### config.mk
export PLATFORM = sky130hd
export DESIGN_NAME = axi4_regfile_read_arbiter
export DESIGN_NICKNAME = d
export VERILOG_FILES = /design/src/rtl/axi4_dma_pkg.sv /design/src/rtl/axi4_regfile_read_arbiter_rr_pick.sv /design/src/rtl/axi4_regfile_read_arbiter.sv
export SDC_FILE = /design/constraint.sdc
export NUM_CORES = 1
export LEC_CHECK = 0
export CAP_MARGIN = 0
export CORE_UTILIZATION = 65
export DETAILED_ROUTE_END_ITERATION = 10
export DONT_BUFFER_PORTS = 1
export GPL_TIMING_DRIVEN = 0
export PLACE_DENSITY = 0.88
export SETUP_SLACK_MARGIN = 0.15
export SYNTH_ARGS = -nofsm -noshare
export SYNTH_HDL_FRONTEND = slang
export SYNTH_SLANG_ARGS = --single-unit
### constraint.sdc
create_clock -name clk_i -period 4.1 [get_ports clk_i]
set_clock_uncertainty 0.1 [all_clocks]
set_input_delay 0.82 -clock clk_i [delete_from_list [all_inputs] [get_ports clk_i]]
set_output_delay 0.82 -clock clk_i [all_outputs]
set_load 0.05 [all_outputs]
### src/rtl/axi4_dma_pkg.sv
// Shared types for the DMA register-access path: arbiter state encoding and
// AXI read response codes.
package axi4_dma_pkg;

  typedef enum logic [2:0] {
    IDLE    = 3'b001,
    HOLD    = 3'b010,
    RELEASE = 3'b100
  } arb_state_e;

  typedef enum logic [1:0] {
    OKAY   = 2'b00,
    EXOKAY = 2'b01,
    SLVERR = 2'b10,
    DECERR = 2'b11
  } read_response_e;

endpackage

### src/rtl/axi4_regfile_read_arbiter_rr_pick.sv
// Combinational round-robin picker: first requester set after 'last', with
// wrap-around, found by masking the lower copy of a doubled request vector.
module rr_pick #(
  parameter int N = 2
) (
  input  logic [N-1:0]         req,
  input  logic [$clog2(N)-1:0] last,
  output logic                 any,
  output logic [$clog2(N)-1:0] winner,
  output logic [N-1:0]         onehot
);

  localparam int IW = $clog2(N);

  logic [2*N-1:0] masked;

  always_comb begin
    masked = {req, req};
    for (int i = 0; i < 2 * N; i++) begin
      if (i <= int'(last)) masked[i] = 1'b0;
    end
    // Descending scan so the lowest surviving bit is the one that sticks.
    winner = '0;
    for (int i = 2 * N - 1; i >= 0; i--) begin
      if (masked[i]) winner = IW'(i % N);
    end
    onehot         = '0;
    onehot[winner] = 1'b1;
    any            = |req;
  end

endmodule

### src/rtl/axi4_regfile_read_arbiter.sv
// Round-robin sharing of the single register-file read port among NUM_REQ
// requesters; address held for HOLD_CYCLES, then data returned with a valid pulse.
module axi4_regfile_read_arbiter
  import axi4_dma_pkg::*;
#(
  parameter int NUM_REQ     = 2,
  parameter int DEPTH       = 8,
  parameter int DATA_SIZE   = 32,
  parameter int HOLD_CYCLES = 4
) (
  input  logic                               clk_i,
  input  logic                               rst_clk_ni,
  input  logic [NUM_REQ-1:0]                 req_i,
  input  logic [NUM_REQ*$clog2(DEPTH)-1:0]   req_address_i,
  output logic [NUM_REQ-1:0]                 grant_o,
  output logic [DATA_SIZE-1:0]               data_o,
  output logic [NUM_REQ-1:0]                 data_valid_o,
  output logic [1:0]                         resp_o,
  output logic [$clog2(DEPTH)-1:0]           register_address_o,
  input  logic [DATA_SIZE-1:0]               register_data_i
);

  localparam int AW = $clog2(DEPTH);
  localparam int IW = $clog2(NUM_REQ);
  localparam int CW = $clog2(HOLD_CYCLES) + 1;
  localparam logic [IW-1:0] LAST_RST = IW'(NUM_REQ - 1);
  localparam logic [CW-1:0] CNT_LAST = CW'(HOLD_CYCLES - 1);

  arb_state_e state_q, state_d;
  logic [CW-1:0]        cnt_q, cnt_d;
  logic [IW-1:0]        last_q, last_d;
  logic [NUM_REQ-1:0]   grant_d, valid_d;
  logic [DATA_SIZE-1:0] data_d;
  logic [1:0]           resp_d;
  logic [AW-1:0]        addr_d;

  logic                 pick_any;
  logic [IW-1:0]        pick_win;
  logic [NUM_REQ-1:0]   pick_onehot;

  rr_pick #(.N(NUM_REQ)) u_rr_pick (
    .req    (req_i),
    .last   (last_q),
    .any    (pick_any),
    .winner (pick_win),
    .onehot (pick_onehot)
  );

  always_comb begin
    state_d = state_q;
    cnt_d   = cnt_q;
    last_d  = last_q;
    grant_d = grant_o;
    addr_d  = register_address_o;
    data_d  = data_o;
    resp_d  = resp_o;
    valid_d = '0;
    case (state_q)
      IDLE: begin
        if (pick_any) begin
          grant_d = pick_onehot;
          addr_d  = req_address_i[pick_win*AW +: AW];
          last_d  = pick_win;
          cnt_d   = '0;
          state_d = HOLD;
        end
      end
      HOLD: begin
        cnt_d = cnt_q + CW'(1);
        if (cnt_q == CNT_LAST) begin
          // Out-of-range reads still capture whatever the port returns.
          data_d  = register_data_i;
          resp_d  = (int'(register_address_o) >= DEPTH) ? DECERR : OKAY;
          valid_d = grant_o;
          grant_d = '0;
          state_d = RELEASE;
        end
      end
      RELEASE: state_d = IDLE;
      default: state_d = IDLE;
    endcase
  end

  always_ff @(posedge clk_i) begin
    if (!rst_clk_ni) begin
      state_q            <= IDLE;
      cnt_q              <= '0;
      last_q             <= LAST_RST;
      grant_o            <= '0;
      register_address_o <= '0;
      data_o             <= '0;
      resp_o             <= '0;
      data_valid_o       <= '0;
    end else begin
      state_q            <= state_d;
      cnt_q              <= cnt_d;
      last_q             <= last_d;
      grant_o            <= grant_d;
      register_address_o <= addr_d;
      data_o             <= data_d;
      resp_o             <= resp_d;
      data_valid_o       <= valid_d;
    end
  end

  a_grant_onehot0 : assert property (@(posedge clk_i) disable iff (!rst_clk_ni)
    $onehot0(grant_o));
  a_valid_onehot0 : assert property (@(posedge clk_i) disable iff (!rst_clk_ni)
    $onehot0(data_valid_o));
  a_addr_stable : assert property (@(posedge clk_i) disable iff (!rst_clk_ni)
    (state_q == HOLD && $past(state_q) == HOLD) |-> $stable(register_address_o));

endmodule

==> results of run 1 <==
==> Yosys cell counts, types with 2 or more instances <==
| library cell | number |
|---|---|
| a211oi_1 | 3 |
| a21oi_1 | 27 |
| a21oi_2 | 10 |
| a22oi_1 | 2 |
| and3_1 | 2 |
| buf_2 | 7 |
| buf_4 | 3 |
| buf_6 | 2 |
| clkbuf_1 | 2 |
| dfxtp_1 | 46 |
| ha_1 | 3 |
| inv_1 | 4 |
| mux2i_1 | 3 |
| nand2_1 | 58 |
| nand2_2 | 10 |
| nand3_1 | 3 |
| nor2_1 | 3 |
| o211ai_1 | 2 |
| o21ai_0 | 4 |
==> worst min-delay path by stage <==
stage	start	end	slack (ps)	cells after the start
after global routing	cnt_q[0]	cnt_q[0]	440	1
final	cnt_q[0]	cnt_q[0]	410	1
after global placement	cnt_q[0]	cnt_q[0]	370	1
after detailed placement	cnt_q[0]	cnt_q[0]	400	1
after CTS	cnt_q[0]	cnt_q[0]	420	1
after floorplan	cnt_q[0]	cnt_q[0]	350	1
==> metal layers <==
metal	vias up	share of wire, %	track usage, %
met5	-	0	0
met4	0	1.1	9.583
met3	4	9.7	11.48
met2	67	50	40.96
met1	636	39	24.79
li1	715	-	-
==> metrics by stage <==
stage                     util (%)  power [W]  setup slack (ps)  std cells  cell area, sq um
after global routing         75.58  0.0007841              2106        249              1941
after floorplan                  -  0.0005401              2384        211              1843
after global placement       73.25  0.0005475              2270        241              1881
after detailed placement     73.25  0.0005506              2187        241              1881
final                        75.58  0.0007565              2138        249              1941
after CTS                    75.58  0.0007598              2137        249              1941
==> logic make-up after synthesis <==
kind of cell               Yosys count  share of synthesized area [%]
adders and majority gates            3                          2.041
buffers and inverters               19                          6.394
muxes                                3                          1.633
other                                1                         0.2039
DFF                                 46                          50.07
AOI/OAI and AO/OA                   55                          18.98
and+or+nand+nor                     83                          20.68
==> where the power goes <==
part,total (W),switching (W),internal (W)
Clock,0.000215,0.000132,0.0000832
Sequential,0.000490,0.0000321,0.000457
Combinational,0.0000516,0.0000321,0.0000195
Total,0.000756,0.000196,0.000560
==> sequential cells by signal (all words and copies together), names as in the netlist <==
register,flops
data_o,32
cnt_q,3
register_address_o,3
state_q,3
data_valid_o,2
grant_o,2
last_q,1
==> area by class of cell <==
type	count	share of cell area (%)
well taps	30	1.934
clock inverters	1	0.2579
inverters	4	0.7737
clock buffers	7	2.837
plain buffers	15	5.287
flip-flops and latches	46	47.45
multi-input cells	146	41.46
==> flow_summary_export.csv, run 1 <==
group,metric,value,unit
global_route,grt_use_total,23.84,%
worst_setup_path,cp-end-kind,"primary output",
floorplanning,dieHeight,55.20,microns
synth,yosysWarnings,0,
floorplanning,die_width,55.20,microns
worst_setup_path,cp-endpoint,"data_o[18]",
global_route,grt_pass1_wl,4961,microns
synth,ys_seq_area_share,50.07,%
clock_network,clk_latency,350,ps
route,finalWirelength,3605,microns
placement,routabilityCongestion,0.7094,
timing,setup_tns,0,ps
min_path,hold_path_class,"reg -> reg",
timing,fmax,509.7,MHz
run,maxCapViolCount,0,
clock_network,cts.clk_slew.worst_paths,120,ps
layout,layout_commonest_cell,"nand2_1",
worst_setup_path,cp-startpoint,"data_o[18]",
placement,portBuffers,0,
power_and_ir_drop,leakagePower,0.6726,nW
clock_network,htreeDepth,2,
timing,rsz0062_at_grt,"no",
route,avgViaCountPerCell,5.711,
timing,relSlewSlack,58.29,%
global_route,antenna_found_initial,0,
outcome,status,"finished, final reports clean",
worst_setup_path,criticalPathCategory,"reg -> out",
placement,dp_hpwl,2688,microns
worst_setup_path,arrival,1040,ps
global_route,grt_max_degree,14,
power_and_ir_drop,irDropWorstVdd,355.7,uV
synth,synth_top_cell_area_share,50.07,%
synth,synth_area,1839,sq um
timing,hold_ws,412.1,ps
synth,synthTopCellsByArea,"dfxtp_1 (50%), nand2_1 (12%), a21oi_1 (7.3%)",
floorplanning,dieArea,3046,sq um
layout,area_growth,5.510,%
route,drtAntennaViolNets,0,
worst_setup_path,regToRegEndpoint,"data_o[5]",
layout,fillers,206,
layout,fin_nets,263,
synth,synth_area_leader_cell,"dfxtp_1",
timing,period_minus_slack,1962,ps
clock_network,cts_buffers,5,
global_route,grt_pass1_vias,1228,
synth,synth_edf_count,0,
timing,fin_crit_sh,47.85,%
route,drt-initial-drc-count,24,
clock_network,clock_sinks,46,
layout,diodes,0,
worst_setup_path,cp.required,3180,ps
route,dr_total_vias,1422,
worst_setup_path,r2r_setup_slack,2340,ps
synth,postSynthCellCount,210,
layout,multi_input_area,804.5,sq um
clock_network,cts_tree,"done",
timing,tightest_slew,625.7,ps
layout,drive_above_1_share,19.63,%
synth,synth_seq_cells,46,
timing,hold_viol,0,
synth,yosysUniqueCellTypes,35,
worst_setup_path,reg2reg_from,"cnt_q[0]",
worst_setup_path,rr_worst_depth,7,
floorplanning,core,2567,sq um
synth,synth_ff_type,"dfxtp_1",
clock_network,cts.path.max_buffers,2,
clock_network,cts_resized,0,
layout,final-seq-area,920.9,sq um
synth,syn_area_per_cell,8.758,sq um
route,drc_errors,0,
timing,slew_viol_final,0,
floorplanning,rows,18,
synth,async_flop_share,0,%
floorplanning,initial_core_util,71.64,%
layout,final_cell_mix,"nand2_1 (58), dfxtp_1 (46), a21oi_1 (27), nand2_2 (10), a21oi_2 (10)",
clock_network,postCtsHoldBufs,0,
route,drtPass1Iterations,4,
power_and_ir_drop,power.density,389.8,nW/um^2
worst_setup_path,cp.depth,0,
route,post_drt_wl_per_cell,14.48,microns
clock_network,cts-root-buf,"clkbuf_4",
global_route,overflow,0,
floorplanning,ios,83,
worst_setup_path,worst_setup_path_start_kind,"flop",
timing,setup_viol,0,
worst_setup_path,crit_fanout,2,
clock_network,postCtsSetupRepairBufs,0,
Power figures use the tool's default switching activity.
==> run 2: changes to the inputs <==
--- a/config.mk
+++ b/config.mk
@@ -6,11 +6,11 @@
 export NUM_CORES = 1
 export LEC_CHECK = 0
 export CAP_MARGIN = 0
-export CORE_UTILIZATION = 65
+export CORE_UTILIZATION = 55
 export DETAILED_ROUTE_END_ITERATION = 10
 export DONT_BUFFER_PORTS = 1
 export GPL_TIMING_DRIVEN = 0
-export PLACE_DENSITY = 0.88
+export PLACE_DENSITY = 0.8
 export SETUP_SLACK_MARGIN = 0.15
 export SYNTH_ARGS = -nofsm -noshare
 export SYNTH_HDL_FRONTEND = slang
==> constraint.sdc (replaced) <==
create_clock -name clk_i -period 1.79 [get_ports clk_i]
set_clock_uncertainty 0.1 [all_clocks]
set_input_delay 0.358 -clock clk_i [delete_from_list [all_inputs] [get_ports clk_i]]
set_output_delay 0.358 -clock clk_i [all_outputs]
set_load 0.05 [all_outputs]
==> run 2 against run 1 <==
Cell count grew 19%. Setup slack lost 2000 ps. Count of clock-buffer cells in the layout shrank 2. Register-to-register slack lost 2200 ps. Clock power grew to 3.0 times the previous value. Via count grew 8.3%. Critical path depth grew 7. Sequential share of layout area shrank 8.8 points. Flip-flop and latch count is the same. Global-route usage grew 0.58 points.
==> flow_summary_export.csv, run 2 (synthesis results as in run 1) <==
group,metric,value,unit
run,maxCapViolCount,0,
route,drtPass1Iterations,4,
layout,fin_nets,296,
route,drc_errors,0,
worst_setup_path,crit_fanout,5,
worst_setup_path,cp_slowest_cell,"dfxtp_2",
global_route,overflow,0,
min_path,worstHoldStart,"register_data_i[29]",
floorplanning,dieArea,3580,sq um
worst_setup_path,regToRegEndpoint,"data_o[4]",
timing,slew_viol_final,0,
min_path,holdPathStages,2,
clock_network,cts_tree,"done",
route,post_drt_wl_per_cell,14.14,microns
global_route,grt_pass1_wl,6285,microns
layout,layout_commonest_cell,"nand2_1",
power_and_ir_drop,power.density,811.7,nW/um^2
worst_setup_path,criticalPathCategory,"reg -> reg",
worst_setup_path,rr_worst_depth,7,
min_path,hold_path_class,"in -> reg",
layout,final_util,76.94,%
worst_setup_path,crit_chain,"ha_4 -> ha_4 -> nor4bb_4 -> buf_4 -> bufbuf_16 -> nand2_2 -> a21oi_2",
placement,dp_hpwl,2594,microns
worst_setup_path,crit_top_cell,"ha_4",
timing,fin_crit_sh,89.56,%
worst_setup_path,cp.required,2000,ps
worst_setup_path,cpPeakStageDelay,370,ps
timing,setup_viol,0,
timing,fmax,623.8,MHz
layout,regMostFlops,"data_o",
route,drtAntennaViolNets,0,
global_route,grt_use_total,24.42,%
timing,setup_tns,0,ps
worst_setup_path,reg2reg_from,"cnt_q[0]",
timing,tightest_slew,623.9,ps
layout,drive_above_1_share,22.22,%
clock_network,cts_buffers,5,
floorplanning,rows,20,
route,finalWirelength,4186,microns
clock_network,htreeDepth,2,
global_route,grt_pass1_vias,1390,
timing,hold_viol,0,
clock_network,clock_sinks,46,
clock_network,clk_latency,380,ps
timing,period_minus_slack,1603,ps
placement,routabilityCongestion,0.7847,
route,avgViaCountPerCell,5.203,
floorplanning,dieHeight,59.83,microns
power_and_ir_drop,leakagePower,0.8552,nW
min_path,min_to,"data_o[29]",
global_route,antenna_found_initial,0,
worst_setup_path,cp-end-kind,"flop",
layout,final_cell_mix,"nand2_1 (58), dfxtp_1 (44), a21oi_1 (27), dlygate4sd3_1 (27), a21oi_2 (10)",
timing,rsz0062_at_grt,"yes",
floorplanning,initial_core_util,59.27,%
timing,relSlewSlack,58.41,%
floorplanning,ios,83,
clock_network,cts-root-buf,"clkbuf_4",
floorplanning,die_width,59.83,microns
floorplanning,core,3103,sq um
placement,portBuffers,0,
layout,largest_register_ffs,32,
worst_setup_path,worst_setup_path_start_kind,"flop",
route,drt-initial-drc-count,66,
global_route,grt_max_degree,16,
layout,area_growth,29.80,%
worst_setup_path,r2r_setup_slack,190,ps
layout,fillers,229,
clock_network,cts.path.max_buffers,2,
worst_setup_path,arrival,1810,ps
outcome,status,"finished, final reports clean",
layout,diodes,0,
power_and_ir_drop,irDropWorstVdd,663.4,uV
route,dr_total_vias,1540,
clock_network,cts.clk_slew.worst_paths,140,ps
## run 2: worst max-delay path by stage
stage | slack [ps] | from | end | cells after the start
after floorplan | 250 | cnt_q[1] | data_o[10] | 7
after global routing | 130 | cnt_q[1] | data_o[3] | 7
after CTS | 160 | cnt_q[1] | data_o[4] | 7
after detailed placement | 90 | cnt_q[1] | data_o[11] | 7
final | 190 | cnt_q[0] | data_o[4] | 7
after global placement | 90 | cnt_q[0] | data_o[10] | 7
## run 2: cell type report
| class | count | area, sq um | share of cell area, % |
|---|---|---|---|
| Clock inverter | 3 | 43.79 | 1.834 |
| Sequential cell | 46 | 923.4 | 38.68 |
| Tap cell | 44 | 55.05 | 2.306 |
| Inverter | 4 | 15.01 | 0.6289 |
| Clock buffer | 5 | 37.54 | 1.572 |
| Timing Repair Buffer | 33 | 352.8 | 14.78 |
| Multi-Input combinational cell | 146 | 849.6 | 35.59 |
| Buffer | 15 | 110.1 | 4.612 |
## run 2: metal layers
layer | share of wire, % | global-route usage, %
met5 | 0 | 0
met4 | 1.4 | 9.967
met3 | 7.4 | 9.524
met2 | 50 | 38.57
met1 | 41 | 29.66
## run 2: critical path, delay by kind of cell (launching register included)
family / cells / cell delay (ps)
adders and majority gates: 2 / 270
and+or+nand+nor: 2 / 230
DFF: 1 / 370
AOI/OAI and AO/OA: 1 / 100
buffers and inverters: 2 / 460
## run 2: through the flow
stage | instance area, sq um | total power [W] | hold WS, ps | std cells | worst slack (ps)
finish | 2387 | 0.001938 | 12.00 | 296 | 187.0
global route | 2387 | 0.002007 | 7.521 | 296 | 125.4
CTS | 2318 | 0.001942 | 0.2832 | 292 | 158.8
detailed placement | 1898 | 0.001263 | 371.5 | 255 | 85.36
global placement | 1898 | 0.001259 | 367.9 | 255 | 87.29
floorplan | 1843 | 0.001237 | 345.8 | 211 | 253.0
## run 2: report_power, final
part | internal [W] | switching (W) | total [W]
clock network | 0.000297 | 0.000342 | 0.000639
logic | 0.0000875 | 0.0000881 | 0.000176
registers | 0.00105 | 0.0000749 | 0.00112
total | 0.00143 | 0.000505 | 0.00194
## run 2: what timing repair did
item                                    in CTS  in global routing
resized for setup                            7                  6
endpoints found under the hold margin       25                  2
endpoints found under the setup margin      30                 15
hold buffers                                25                  2
cloned                                       1                  0
pin swaps                                    2                  3
buffers inserted                             3                  2
